File: config.mk
export PLATFORM = sky130hd
export DESIGN_NAME = transferencia_perfil_arb
export DESIGN_NICKNAME = d
export VERILOG_FILES = /design/src/rtl/perfil_pkg.sv /design/src/rtl/rr_arbiter.sv /design/src/rtl/transferencia_perfil_arb.sv
export SDC_FILE = /design/constraint.sdc
export NUM_CORES = 1
export LEC_CHECK = 0
export CELL_PAD_IN_SITES_DETAIL_PLACEMENT = 1
export CELL_PAD_IN_SITES_GLOBAL_PLACEMENT = 1
export CORE_MARGIN = 2
export CORE_UTILIZATION = 37
export DETAILED_ROUTE_END_ITERATION = 8
export PLACE_DENSITY = 0.83
export SYNTH_ARGS = -nofsm -noshare
export SYNTH_HDL_FRONTEND = slang
export SYNTH_HIERARCHICAL = 1
export SYNTH_SLANG_ARGS = --single-unit
File: constraint.sdc
create_clock -name clk -period 3.4 [get_ports clk]
set_clock_uncertainty 0.15 [all_clocks]
set_input_delay 0.68 -clock clk [delete_from_list [all_inputs] [get_ports clk]]
set_output_delay 0.68 -clock clk [all_outputs]
set_load 0.03 [all_outputs]
File: src/rtl/perfil_pkg.sv
// rtl/perfil_pkg.sv - shared definitions for profile blocks
// Purpose: state encoding, default profile width and the profile validity rule.
// Ports: none (package).
package perfil_pkg;

  localparam int PERFIL_W_DEF = 3;

  localparam logic [1:0] ST_IDLE  = 2'd0;
  localparam logic [1:0] ST_CHECK = 2'd1;
  localparam logic [1:0] ST_HOLD  = 2'd2;

  typedef enum logic [1:0] {
    S_IDLE  = ST_IDLE,
    S_CHECK = ST_CHECK,
    S_HOLD  = ST_HOLD
  } state_t;

  // A code is usable only if it is neither all-zeros nor all-ones within its
  // w significant bits; bits above w are ignored.
  function automatic logic perfil_valido(input logic [31:0] code, input int w);
    logic [31:0] mask;
    logic [31:0] c;
    mask = (w >= 32) ? 32'hffff_ffff : ((32'd1 << w) - 32'd1);
    c    = code & mask;
    return (c != 32'd0) && (c != mask);
  endfunction

endpackage

File: src/rtl/rr_arbiter.sv
// rtl/rr_arbiter.sv - combinational round-robin request selector
// Purpose: pick the first set request at or above ptr, wrapping around.
// Ports: req (requests), ptr (search start), grant (one-hot),
//        idx (granted index), any (some request granted).
module rr_arbiter #(
  parameter int NUM_IF = 2,
  parameter int IDX_W  = 1
) (
  input  logic [NUM_IF-1:0] req,
  input  logic [IDX_W-1:0]  ptr,
  output logic [NUM_IF-1:0] grant,
  output logic [IDX_W-1:0]  idx,
  output logic              any
);

  int j;

  always_comb begin
    grant = '0;
    idx   = '0;
    any   = 1'b0;
    j     = 0;
    for (int k = 0; k < NUM_IF; k++) begin
      // ptr is always below NUM_IF, so one subtraction is enough to wrap
      j = int'(ptr) + k;
      if (j >= NUM_IF) j = j - NUM_IF;
      if (!any && req[j]) begin
        grant[j] = 1'b1;
        idx      = IDX_W'(j);
        any      = 1'b1;
      end
    end
  end

endmodule

File: src/rtl/transferencia_perfil_arb.sv
// rtl/transferencia_perfil_arb.sv - multi-interface profile arbiter with validity check
// Purpose: round-robin collection of profile codes, validity check, valid/ack
//          presentation, invalid-code and timeout counting.
// Ports: clk, rst (sync, active-high); if_valid/if_perfil/if_ready (request side);
//        perfil_out/perfil_src/perfil_valid/perfil_ack (consumer side);
//        err_invalid (reject pulse), err_count (saturating error count).
module transferencia_perfil_arb
  import perfil_pkg::*;
#(
  parameter int PERFIL_W = PERFIL_W_DEF,
  parameter int NUM_IF   = 2,
  parameter int ERR_W    = 4,
  parameter int TIMEOUT  = 0,
  parameter int IDX_W    = (NUM_IF > 1) ? $clog2(NUM_IF) : 1
) (
  input  logic                       clk,
  input  logic                       rst,
  input  logic [NUM_IF-1:0]          if_valid,
  input  logic [NUM_IF*PERFIL_W-1:0] if_perfil,
  output logic [NUM_IF-1:0]          if_ready,
  output logic [PERFIL_W-1:0]        perfil_out,
  output logic [IDX_W-1:0]           perfil_src,
  output logic                       perfil_valid,
  input  logic                       perfil_ack,
  output logic                       err_invalid,
  output logic [ERR_W-1:0]           err_count
);

  localparam int TMR_W = (TIMEOUT > 1) ? $clog2(TIMEOUT + 1) : 1;
  localparam logic [TMR_W-1:0] TMR_LAST = TMR_W'((TIMEOUT > 0) ? TIMEOUT - 1 : 0);
  localparam logic [IDX_W-1:0] IDX_LAST = IDX_W'(NUM_IF - 1);

  state_t               state;
  logic [IDX_W-1:0]     rr_ptr;
  logic [IDX_W-1:0]     sel_idx;
  logic [IDX_W-1:0]     cap_idx;
  logic [NUM_IF-1:0]    grant;
  logic                 sel_any;
  logic [PERFIL_W-1:0]  sel_code;
  logic [PERFIL_W-1:0]  cap_code;
  logic [TMR_W-1:0]     tmr;
  logic                 err_sat;

  rr_arbiter #(
    .NUM_IF (NUM_IF),
    .IDX_W  (IDX_W)
  ) u_rr (
    .req   (if_valid),
    .ptr   (rr_ptr),
    .grant (grant),
    .idx   (sel_idx),
    .any   (sel_any)
  );

  // Grant is only offered while idle and out of reset; the code is taken at
  // the same edge the grant is visible.
  assign if_ready = (!rst && state == S_IDLE) ? grant : '0;
  assign err_sat  = &err_count;

  always_comb begin
    sel_code = '0;
    for (int i = 0; i < NUM_IF; i++) begin
      if (grant[i]) sel_code = if_perfil[i*PERFIL_W +: PERFIL_W];
    end
  end

  always_ff @(posedge clk) begin
    if (rst) begin
      state        <= S_IDLE;
      rr_ptr       <= '0;
      cap_code     <= '0;
      cap_idx      <= '0;
      tmr          <= '0;
      perfil_out   <= '0;
      perfil_src   <= '0;
      perfil_valid <= 1'b0;
      err_invalid  <= 1'b0;
      err_count    <= '0;
    end else begin
      err_invalid <= 1'b0;
      case (state)
        S_IDLE: begin
          if (sel_any) begin
            cap_code <= sel_code;
            cap_idx  <= sel_idx;
            rr_ptr   <= (NUM_IF == 1 || sel_idx == IDX_LAST) ? '0 : sel_idx + IDX_W'(1);
            state    <= S_CHECK;
          end
        end
        S_CHECK: begin
          if (perfil_valido(32'(cap_code), PERFIL_W)) begin
            perfil_out   <= cap_code;
            perfil_src   <= cap_idx;
            perfil_valid <= 1'b1;
            tmr          <= '0;
            state        <= S_HOLD;
          end else begin
            err_invalid <= 1'b1;
            if (!err_sat) err_count <= err_count + ERR_W'(1);
            state <= S_IDLE;
          end
        end
        S_HOLD: begin
          // ack wins over a timeout expiring in the same cycle
          if (perfil_ack) begin
            perfil_valid <= 1'b0;
            perfil_out   <= '0;
            state        <= S_IDLE;
          end else if (TIMEOUT > 0 && tmr == TMR_LAST) begin
            perfil_valid <= 1'b0;
            perfil_out   <= '0;
            if (!err_sat) err_count <= err_count + ERR_W'(1);
            state <= S_IDLE;
          end else begin
            tmr <= tmr + TMR_W'(1);
          end
        end
        default: state <= S_IDLE;
      endcase
    end
  end

endmodule

# Word level (Yosys, flattened, before mapping)
# Index checks and enable logic that the tools add are counted.
# totals
ff_bits	17
inputBits	11
word_cells	80
# op_classes
reduce_logical	17
bitwise_logic	4
add_sub_neg	5
muxes	33
order_cmp	6
eq_ne	6
# ops
op	count
$ge A32 B1 Y1 const B	2
$lt A32 B3 Y1 const B	2
$mux W32	2
$ge A32 B3 Y1 const B	1
$reduce_bool A32 Y1	1
$sub A32 B3 Y32 const B	1
$mux W1	16
$mux W2	6
$mux W3	4
$ne A2 B2 Y1 const B	3
$pmux W2 S3	1
$pmux W3 S2	1
$reduce_and A2 Y1	3
$reduce_and A3 Y1	2
$logic_and A1 B1 Y1	5
$add A4 B1 Y4 const B	1
$reduce_and A4 Y1	1
$ne A3 B3 Y1 const B	1
$not A1 Y1	3
$sub A1 B2 Y3 const B	1
$add A1 B1 Y2 const B	1
$demux W1 S1	2
$eq A2 B1 Y1 const B	1
$eq A2 B2 Y1 const B	1
8 further kinds	9

# Logic depth before layout (Yosys ltp)
# logic_depth
ltp_word	11
ltp_mapped	5
mapped_depth_nobuf	5

# By module
# Netlist, hierarchy kept.
# modules_own_cells
module	n_inst	area_per_inst_um2	seq_area_each_um2	cells_per_inst
transferencia_perfil_arb	1	814.5	340.3	86
rr_arbiter	1	32.5	0.0	5

# Worst setup path after synthesis
# Ideal clock, no wire load.
# synth_timing
path_kind	input to output
startpoint	input port if_valid[1]
endpoint	output port if_ready[1]
arrival_ns	1.410
n_path_buf	0
required_ns	2.570
path_stages	2
path_slack_ns	1.160
cell_sequence	a21boi_0 > and2_1
# synth_between
elab_chain_len	8
elab_cells_between_ends	13
cone_classes	mux: 10; bitwise: 1; reduce/logical: 2
# synth_rtl
item	line_no	source
start: declaration	transferencia_perfil_arb.sv:18	input logic [NUM_IF-1:0] if_valid,
$mux W1 (implied by the code) (3 in series)	rr_arbiter.sv:27	if (!any && req[j]) begin
$mux W1	rr_arbiter.sv:27	
$logic_not A1 Y1	rr_arbiter.sv:27	
$logic_and A1 B1 Y1	rr_arbiter.sv:27	
$mux W2 (*)	rr_arbiter.sv:27	
$mux W2 (*)	transferencia_perfil_arb.sv:57	assign if_ready = (!rst && state == S_IDLE) ? grant : '0;
end: declaration	transferencia_perfil_arb.sv:20	output logic [NUM_IF-1:0] if_ready,
# Every way passes the cells marked *; elsewhere a longest branch is shown, timed or not. The select of a mux whose other input is x is not followed.

# Worst setup path after layout
# layout_timing
startpoint	input port if_valid[0]
endpoint	output port if_ready[0]
# layout_between
elab_chain_len	8
elab_cells_between_ends	13
cone_classes	mux: 10; bitwise: 1; reduce/logical: 2
# layout_rtl
item	line_no	source
$mux W1 (implied by the code) (3 in series)	rr_arbiter.sv:27	
$mux W1	rr_arbiter.sv:27	
$logic_not A1 Y1	rr_arbiter.sv:27	
$logic_and A1 B1 Y1	rr_arbiter.sv:27	
$mux W2 (*)	rr_arbiter.sv:27	
net grant[0]	transferencia_perfil_arb.sv:37	logic [NUM_IF-1:0] grant;
$mux W2 (*)	transferencia_perfil_arb.sv:57	
# Mark *: on every way through the listed nets, which the timed path passes. The rest lies on a longest branch. The select of a mux whose other input is x is not followed.

==> impl_metrics.csv <==
group,metric,value,unit
run_status,status,"complete, no violations",
layout,drive_above_1_share,13.0,%
layout,area_delta_synth_final,32.9,%
yosys,yosysTopAreaCell,"dfxtp_1",
clock_tree,postCtsResizedCells,0,
yosys,ys_seq_elements,17,
yosys,async_reset_ff_share,0,%
pwr,p_per_area,409,nW/µm²
worst_setup_path,r2r_cells,3,
floorplanning,start_util,38.7,%
yosys,mappedNetlistArea,847,µm²
placed_design,gp_congestion,0.745,
floorplanning,core-area,2190,µm²
clock_tree,clockBufferDepth,2,
worst_setup_path,end_kind,"output pin",
yosys,synth_fp_nets,103,
global_routing,grt_usage,18.5,%
floorplanning,io_pins,23,
sta,rsz0062_at_grt,"no",
sta,hold_violations,0,
clock_tree,path_clk_slew,90,ps
job,max_cap_viol_count,0,
sta,worstMarginPinSlew,548,ps
sta,period_needed,3150,ps
layout,final_common_cell,"clkdlybuf4s50_1",
clock_tree,numCtsBuffers,3,
floorplanning,die-area,2690,µm²
clock_tree,ctsHoldBuffers,0,
clock_tree,cts.sinks,17,
clock_tree,cts-root-buf,"clkbuf_4",
pwr,p_total,0.000460,W
yosys,syn_inst,91,
sta,setup_viol_count_final,0,
yosys,yosysSeqAreaShare,40.2,%
yosys,synth_edf_count,0,
layout,layout_common_cells,"clkdlybuf4s50_1 (22), dfxtp_1 (17), inv_1 (6), nor2_1 (6), nand2b_1 (5)",
sta,timing.setup.tns,0,ps
worst_setup_path,start_kind,"primary input",
detailed_routing,drt_iter0_markers,5,
detailed_routing,dr.pass1.iters,4,
worst_setup_path,r2r-start,"cap_code[0]",
pwr,p_leak,0.414,nW
yosys,synth.area.top_cells,"dfxtp_1 (40%), mux2i_1 (4.7%), nand2b_1 (3.7%), a211oi_1 (3.5%), a31o_2 (3.1%)",
layout,num_antenna_cells,0,
global_routing,grt_overflow,0,
global_routing,grt_pass1_vias,824,
layout,nets,128,
worst_setup_path,cp.required,2570,ps
hold_path,hold_path_class,"reg -> reg",
detailed_routing,wl_per_cell,14.4,µm
yosys,ys_warn_count,6,
layout,nFillCells,266,
floorplanning,die_x,51.8,µm
detailed_routing,antenna_left,0,
clock_tree,cts_setup_buffers,0,
hold_path,min-delay-start,"perfil_valid",
hold_path,hold_path_depth,2,
worst_setup_path,startpoint,"if_valid[0]",
sta,finalCritPeriodShare,92.8,%
yosys,synth.top_cell.area_share,40.2,%
global_routing,antenna_found_initial,0,
global_routing,grt_pass1_wl,3640,µm
placed_design,port_buffers,22,
yosys,syn_area_per_cell,9.31,µm²
global_routing,grt_max_degree,21,
sta,relSlewSlack,63.3,%
worst_setup_path,cp.arrival,2320,ps
worst_setup_path,worst-path-max-fanout,4,
sta,slew_violations,0,
floorplanning,num_rows,17,
hold_path,hold_end,"perfil_valid",
placed_design,dp_hpwl,1620,µm
clock_tree,cts_tree,"built",
pwr,peakVddDrop,0.237,mV
worst_setup_path,r2r_end,"err_count[0]",
worst_setup_path,crit_type,"in -> out",
detailed_routing,num_vias,781,
yosys,ys_types,37,
detailed_routing,remaining_drc_errors,0,
sta,fmax,317,MHz
floorplanning,fp.dieH,51.8,µm
yosys,synth-main-ff-cell,"dfxtp_1",
clock_tree,clkLatencyLatePin,300,ps
worst_setup_path,r2r_slack,1670,ps
clock_tree,htreeDepth,1,
detailed_routing,wirelength,2060,µm
detailed_routing,viasPerCell,5.46,
==> Yosys cell counts, types with 3 or more instances <==
| master | instances |
|---|---|
| nand2_1 | 3 |
| nand2b_1 | 5 |
| dfxtp_1 | 17 |
| a21boi_0 | 3 |
| a31o_2 | 3 |
| nor2_1 | 6 |
| a211oi_1 | 4 |
| nor2b_1 | 3 |
| inv_1 | 6 |
| mux2i_1 | 4 |
| and2_1 | 3 |
==> cell type report <==
type                            instances  area (µm²)  share of cell area [%]
Clock buffer                            4        26.3                    2.33
Sequential cell                        17         340                    30.2
Timing Repair Buffer                   24         235                    20.9
Tap cell                               28        35.0                    3.11
Inverter                                6        22.5                    2.00
Multi-Input combinational cell         64         467                    41.4
==> routing by layer <==
layer	wire length, µm	global-route usage [%]	vias to the layer above
met1	792	19.2	386
met3	91	6.32	4
met4	21	5.26	0
li1	-	-	378
met5	0	0	-
met2	1150	34.6	13
==> stage by stage <==
stage | cell area (µm²) | hold WS (ps) | std cells | util (%) | setup slack [ps]
after floorplan | 847 | 298 | 91 | - | 1160
after global placement | 1100 | 297 | 139 | 50.2 | 315
after detailed placement | 1100 | 304 | 139 | 50.2 | 242
after CTS | 1130 | 322 | 143 | 51.4 | 236
after global routing | 1130 | 356 | 143 | 51.4 | 162
final | 1130 | 324 | 143 | 51.4 | 246
==> where the power goes <==
group / leakage, nW / switching [W] / internal [W]
combinational: 0.261 / 0.0000599 / 0.0000561
sequential: 0.139 / 0.0000178 / 0.000215
clock: 0.0150 / 0.0000661 / 0.0000457
==> critical path, cell delays in order <==
cell	delay [ps]
clkdlybuf4s50_1	510
a21boi_0	300
and2_1	180
clkdlybuf4s50_1	660
==> worst max-delay path by stage <==
stage	endpoint	slack (ps)	cells past startpoint
after floorplan	if_ready[1]	1160	2
after global placement	if_ready[0]	310	4
after detailed placement	if_ready[0]	240	4
after CTS	if_ready[0]	240	4
after global routing	if_ready[0]	160	4
final	if_ready[0]	250	4
==> flip-flops by register name, indices dropped and copies added, names as in the netlist <==
register and cells:
perfil_valid 1, perfil_src 1, rr_ptr 1, err_count 4, cap_code 3, cap_idx 1
perfil_out 3, state 2, err_invalid 1
==> kinds of logic (layout without fill, tap and decap cells) <==
| family | count (synthesis) | count (layout) | share of synthesized area, % |
|---|---|---|---|
| compound gates | 22 | 22 | 21.6 |
| fa+ha+maj | 1 | 1 | 1.48 |
| buf+inv | 10 | 34 | 4.73 |
| flops | 17 | 17 | 40.2 |
| mux | 5 | 5 | 6.06 |
| simple gates | 36 | 36 | 26.0 |
No activity file was read; power rests on OpenSTA's default activity.
